File: src/rtl/jtframe_sndcmd_pkg.sv
// Shared definitions for the sound-command FIFO: IRQ mode encodings and
// width helpers for the occupancy count and FIFO pointers.
package jtframe_sndcmd_pkg;

  typedef enum int unsigned {
    IRQ_PER_CMD = 0,
    IRQ_LEVEL   = 1
  } irq_mode_e;

  function automatic int unsigned cnt_w(input int unsigned depth);
    return $clog2(depth + 1);
  endfunction

  // A one-entry FIFO still needs a 1-bit pointer to be a legal vector.
  function automatic int unsigned ptr_w(input int unsigned depth);
    return (depth > 1) ? $clog2(depth) : 1;
  endfunction

endpackage

File: src/rtl/jtframe_sndcmd_irq.sv
// Sound-CPU interrupt generation: ack rising-edge detect, pending-command
// counter and registered active-low interrupt output.
module jtframe_sndcmd_irq
  import jtframe_sndcmd_pkg::*;
#(
  parameter int DEPTH    = 4,
  parameter int IRQ_MODE = 0
) (
  input  logic clk,
  input  logic rst,
  input  logic i_push,
  input  logic i_empty,
  input  logic i_ack,
  output logic o_int_n
);

  localparam int unsigned CW = cnt_w(DEPTH);

  logic          r_ack_d;
  logic [CW-1:0] r_pend;
  logic          r_int_n;
  logic          w_ack_rise;
  logic          w_inc;
  logic          w_dec;

  assign w_ack_rise = i_ack & ~r_ack_d;
  assign w_inc      = i_push && (r_pend != CW'(DEPTH));
  assign w_dec      = w_ack_rise && (r_pend != '0);
  assign o_int_n    = r_int_n;

  always_ff @(posedge clk or posedge rst) begin
    if (rst) begin
      r_ack_d <= 1'b0;
      r_pend  <= '0;
      r_int_n <= 1'b1;
    end else begin
      r_ack_d <= i_ack;
      if (IRQ_MODE == int'(IRQ_LEVEL)) begin
        r_pend  <= '0;
        r_int_n <= i_empty;
      end else begin
        // A push and an ack on the same edge cancel out.
        if (i_push && w_dec) r_pend <= r_pend;
        else if (w_inc)      r_pend <= r_pend + CW'(1);
        else if (w_dec)      r_pend <= r_pend - CW'(1);
        r_int_n <= (r_pend == '0);
      end
    end
  end

endmodule

File: src/rtl/jtframe_sndcmd.sv
// Main-to-sound CPU command FIFO with overflow flag and sound-CPU interrupt.
// snd_dout is registered and holds the last popped value once empty.
module jtframe_sndcmd
  import jtframe_sndcmd_pkg::*;
#(
  parameter int DW        = 8,
  parameter int DEPTH     = 4,
  parameter int OVERWRITE = 0,
  parameter int IRQ_MODE  = 0
) (
  input  logic                      clk,
  input  logic                      rst,
  input  logic                      main_we,
  input  logic [DW-1:0]             main_din,
  output logic                      main_full,
  input  logic                      snd_rd,
  output logic [DW-1:0]             snd_dout,
  output logic                      snd_empty,
  output logic [cnt_w(DEPTH)-1:0]   snd_cnt,
  input  logic                      irq_ack,
  output logic                      int_n,
  output logic                      ovf,
  input  logic                      ovf_clr
);

  localparam int unsigned CW = cnt_w(DEPTH);
  localparam int unsigned PW = ptr_w(DEPTH);

  logic [DW-1:0] r_mem [DEPTH];
  logic [PW-1:0] r_rd;
  logic [PW-1:0] r_wr;
  logic [CW-1:0] r_cnt;
  logic [DW-1:0] r_dout;
  logic          r_ovf;

  logic          w_empty;
  logic          w_full;
  logic          w_pop;
  logic          w_push;
  logic          w_ovr;
  logic          w_ovr_wr;
  logic          w_mem_we;
  logic [PW-1:0] w_last;
  logic [PW-1:0] w_wr_addr;
  logic [PW-1:0] w_rd_nxt;

  function automatic logic [PW-1:0] ptr_inc(input logic [PW-1:0] p);
    return (p == PW'(DEPTH - 1)) ? '0 : p + PW'(1);
  endfunction

  assign w_empty   = (r_cnt == '0);
  assign w_full    = (r_cnt == CW'(DEPTH));
  assign w_pop     = snd_rd & ~w_empty;
  assign w_push    = main_we & (~w_full | w_pop);
  assign w_ovr     = main_we & w_full & ~w_pop;
  assign w_ovr_wr  = w_ovr & (OVERWRITE != 0);
  assign w_mem_we  = w_push | w_ovr_wr;
  assign w_last    = (r_wr == '0) ? PW'(DEPTH - 1) : r_wr - PW'(1);
  assign w_wr_addr = w_ovr_wr ? w_last : r_wr;
  assign w_rd_nxt  = ptr_inc(r_rd);

  assign main_full = w_full;
  assign snd_empty = w_empty;
  assign snd_cnt   = r_cnt;
  assign snd_dout  = r_dout;
  assign ovf       = r_ovf;

  always_ff @(posedge clk) begin
    if (w_mem_we) r_mem[w_wr_addr] <= main_din;
  end

  always_ff @(posedge clk or posedge rst) begin
    if (rst) begin
      r_rd   <= '0;
      r_wr   <= '0;
      r_cnt  <= '0;
      r_dout <= '0;
      r_ovf  <= 1'b0;
    end else begin
      if (w_push) r_wr <= ptr_inc(r_wr);
      if (w_pop)  r_rd <= w_rd_nxt;
      case ({w_push, w_pop})
        2'b10:   r_cnt <= r_cnt + CW'(1);
        2'b01:   r_cnt <= r_cnt - CW'(1);
        default: r_cnt <= r_cnt;
      endcase
      // The incoming word becomes the head when it lands in an empty slot
      // at the head, or overwrites a lone head entry.
      if ((w_push && (w_empty || (w_pop && r_cnt == CW'(1)))) ||
          (w_ovr_wr && r_cnt == CW'(1)))
        r_dout <= main_din;
      else if (w_pop && r_cnt != CW'(1))
        r_dout <= r_mem[w_rd_nxt];
      if (ovf_clr)    r_ovf <= 1'b0;
      else if (w_ovr) r_ovf <= 1'b1;
    end
  end

  jtframe_sndcmd_irq #(
    .DEPTH    (DEPTH),
    .IRQ_MODE (IRQ_MODE)
  ) u_irq (
    .clk     (clk),
    .rst     (rst),
    .i_push  (w_mem_we),
    .i_empty (w_empty),
    .i_ack   (irq_ack),
    .o_int_n (int_n)
  );

endmodule
File: config.mk
export PLATFORM = sky130hd
export DESIGN_NAME = jtframe_sndcmd
export DESIGN_NICKNAME = d
export VERILOG_FILES = /design/src/rtl/jtframe_sndcmd_pkg.sv /design/src/rtl/jtframe_sndcmd_irq.sv /design/src/rtl/jtframe_sndcmd.sv
export SDC_FILE = /design/constraint.sdc
export NUM_CORES = 1
export LEC_CHECK = 0
export BUFFER_PORTS_ARGS = -buffer_cell sky130_fd_sc_hd__buf_2
export CAP_MARGIN = 20
export CORE_MARGIN = 4
export CORE_UTILIZATION = 55
export CTS_BUF_LIST = sky130_fd_sc_hd__clkbuf_16
export CTS_CLUSTER_DIAMETER = 120
export DETAILED_ROUTE_END_ITERATION = 12
export PLACE_DENSITY = 0.72
export REMOVE_ABC_BUFFERS = 1
export SLEW_MARGIN = 20
export SYNTH_ARGS = -nofsm -noshare
export SYNTH_HDL_FRONTEND = slang
export SYNTH_SLANG_ARGS = --single-unit
File: constraint.sdc
create_clock -name clk -period 4.3 [get_ports clk]
set_clock_uncertainty 0.15 [all_clocks]
set_input_delay 0.645 -clock clk [delete_from_list [all_inputs] [get_ports clk]]
set_output_delay 0.645 -clock clk [all_outputs]
set_load 0.05 [all_outputs]
==> results.md <==
- Synth-to-layout area growth: 14.42%
- # clock sinks: 53
- Clock latency at the later pin of the worst-skew pair: 0.29 ns
- DR pass1 iterations: 5
- Crit. End Element: flop
- Fin nets: 225
- Combinational fraction of design power: 0.430
- Total number of vias: 1,614
- Commonest non-fill, non-tap cells in the layout: edfxtp_1 (32), buf_2 (28), dfrtp_1 (20)
- Hold path depth: 1
- Number of I/O port buffers: 28
- Die area: 5579 µm²
- Area of the mapped netlist: 2446 µm²
- Worst reg2reg path depth: 9
- # hold bufs at CTS: 0
- Critical Path Start Type: flop
- Fin util: 0.6754
- Worst-path fanout max: 11
- Post-synthesis cell count: 174
- PD cells: between 800 and 900 nW/µm²
- Setup violators final: 0
- Avg Inst Size Synth: 14.06 µm²
- Initial core utilization: 0.5903
- Drt drc: 0
- Num CTS Buffers: 5
- Reg2reg end: u_irq.r_pend[2]
- Site Rows: 23
- CTS resizes: 0
- Final Cycle Share: 0.6529
- HP Class: primary input to flop
- Clock power frac: 0.222
- Tmin final: roughly 2.8 ns
- Final Hold Fails: 0
- Routability cong.: 0.9401
- Worst hold start: irq_ack
- Crit path arrival time: between 2 and 3 ns
- Sequential cell area: around 1500 µm²
- Dpl hpwl: 3.574 mm
- Asr flop ratio synth: 0.3962
- Ys Warns: 0
- Switch Pwr: ~920 µW
- Sequential share of power: 0.348
- H-tree lvl count: 2
- Top_reg_cell synth: edfxtp_1
- Grt ovf: 0
- Number of fillers in the final layout: just over 300
- Number of flops mapped to enable cells by yosys: 32
- GRT Total Usage: 0.2063
- Vias in the first global route: 1,664
- Setup TNS: 0 ns
- Switching Fraction: 0.3995
- Post-synthesis register bit count: 53
- Root Driver: clkbuf_16
- Routed length per instance: 20.50 µm
- Post-synthesis sequential area ratio: 0.6082
- Boundary Pins: 29
- WHS Endpoint: u_irq.r_ack_d
- Footprint of the multi-input gates: about 850 µm²
- Req. time, crit path: 4.33 ns
- Reg clk slew, reported paths: 0.07 ns
- Initial antenna violation count: 0
- Commonest non-fill, non-tap cell in the layout: edfxtp_1
- Fmax: 0.3562 GHz
- Clock Path Buffers: 2
- Post-CTS setup buffer count: 0
- Iteration-0 DRC count of the detailed router: 199
- Max-cap violations: 0
- Pins Over Slew Limit: 0
- Die Span X: 74.69 µm
- Die span in y: about 75 µm
- Antenna Cells: 0
- Lkg Pwr: 0.001193 µW
- WL final: 5.166 mm
- Slew margin rel.: 0.4359
- RSZ-0062 raised after global routing: false
- Share of cells above drive strength 1: 0.2327
- Yosys cell types: 44
- Pin count of the biggest net entering global routing: 22
- CTS tree: done
- WS Path Type: flop to flop
- Peak VDD IR: 459.9 µV
- Internal cell power: around 1400 µW
- Worst r2r src: snd_cnt[0]
- First-pass GRT wire length: 8.404 mm
- R2R setup slack: approximately 1.5 ns
- Vias per inst: 6.405
- Worst-margin pin slew: ~0.85 ns
- Core ar.: just over 4000 µm²
- Status: finished clean
- Antenna viol nets, final: 0
## area by class of cell
cell class,instances,share of cell area
Sequential cell,53,0.5315
Multi-Input combinational cell,96,0.3040
Tap cell,50,0.02235
Clock inverter,3,0.02459
Clock buffer,5,0.04470
Inverter,17,0.02280
Timing Repair Buffer,28,0.05007
## worst max-delay path: stages, from the launching register on
cell	delay, ns
dfrtp_1	0.45
inv_1	0.09
ha_1	0.33
and3b_1	0.31
nor2_2	0.21
nand2_1	0.10
fa_1	0.44
a2111oi_0	0.37
o21ai_0	0.14
o311ai_0	0.11
## worst max path at each step
| stage | start | end | slack (ns) | depth (start not counted) |
|---|---|---|---|---|
| detailed placement | main_we | u_irq.r_pend[2] | 1.49 | 8 |
| finish | snd_cnt[0] | u_irq.r_pend[2] | 1.49 | 9 |
| floorplan | snd_cnt[1] | u_irq.r_pend[2] | 1.54 | 9 |
| global placement | main_we | u_irq.r_pend[2] | 1.69 | 8 |
| global route | snd_cnt[0] | u_irq.r_pend[2] | 1.25 | 9 |
| CTS | snd_cnt[0] | u_irq.r_pend[2] | 1.51 | 9 |
## synth_stat cells, types with 2 or more instances
library cell	count	share of area
clkbuf_1	3	0.0046
a21oi_1	7	0.014
nor3_1	3	0.0061
buf_2	2	0.0041
a31oi_1	3	0.0077
nand3_1	2	0.0041
and3b_1	2	0.0072
dfrtp_1	20	0.20
inv_1	17	0.026
nor2b_1	2	0.0051
mux4_2	2	0.018
or3_1	2	0.0051
mux2_2	2	0.0092
a222oi_1	8	0.033
nand2b_1	2	0.0051
mux4_1	6	0.064
edfxtp_1	32	0.39
o21ai_0	8	0.016
ha_1	9	0.046
and2_1	3	0.0077
nor2_2	2	0.0051
nand2_1	7	0.011
and3_1	4	0.010
nor2_1	6	0.0092
## per-stage QoR
| stage | total power (µW) | worst slack, ns | instance area [µm²] | hold WS [ns] | cells |
|---|---|---|---|---|---|
| floorplan | 1538 | 1.544 | 2402 | 0.2977 | 166 |
| global placement | 1736 | 1.690 | 2605 | 0.3159 | 244 |
| detailed placement | 1800 | 1.487 | 2605 | 0.3365 | 244 |
| CTS | 2311 | 1.510 | 2799 | 0.3417 | 252 |
| global route | 2430 | 1.255 | 2799 | 0.3459 | 252 |
| finish | 2305 | 1.493 | 2799 | 0.3429 | 252 |
## power groups by stage
stage	registers (µW)	clock network [µW]	logic (µW)
final	803	512	990
after global routing	817	541	1070
after CTS	801	517	993
after detailed placement	810	0	990
after global placement	795	0	941
after floorplan	984	0	553
## cell families (layout without fill, tap and decap cells)
logic type | Yosys count | count (layout) | share of synthesized area
mux | 10 | 10 | 0.09207
compound gates | 37 | 37 | 0.1110
fa+ha+maj | 10 | 10 | 0.05422
flops | 53 | 53 | 0.6082
simple gates | 38 | 38 | 0.08695
buf+inv | 25 | 53 | 0.04399
xor+xnor | 1 | 1 | 0.003581
## sequential cells by signal, indices dropped and copies added, names as in the netlist
signal / count
u_irq.r_ack_d: 1
snd_dout: 8
ovf: 1
u_irq.o_int_n: 1
r_mem: 32
snd_cnt: 3
u_irq.r_pend: 3
r_wr: 2
r_rd: 2
## routing by layer
metal,share of wire,up-vias,wire length (µm),GRT usage
met5,0,-,0,0
met4,0.015,0,75,0.05731
met3,0.058,9,301,0.05073
met2,0.53,61,2727,0.3571
met1,0.40,819,2062,0.2599
li1,-,725,-,-
Power figures use the tool's default switching activity.
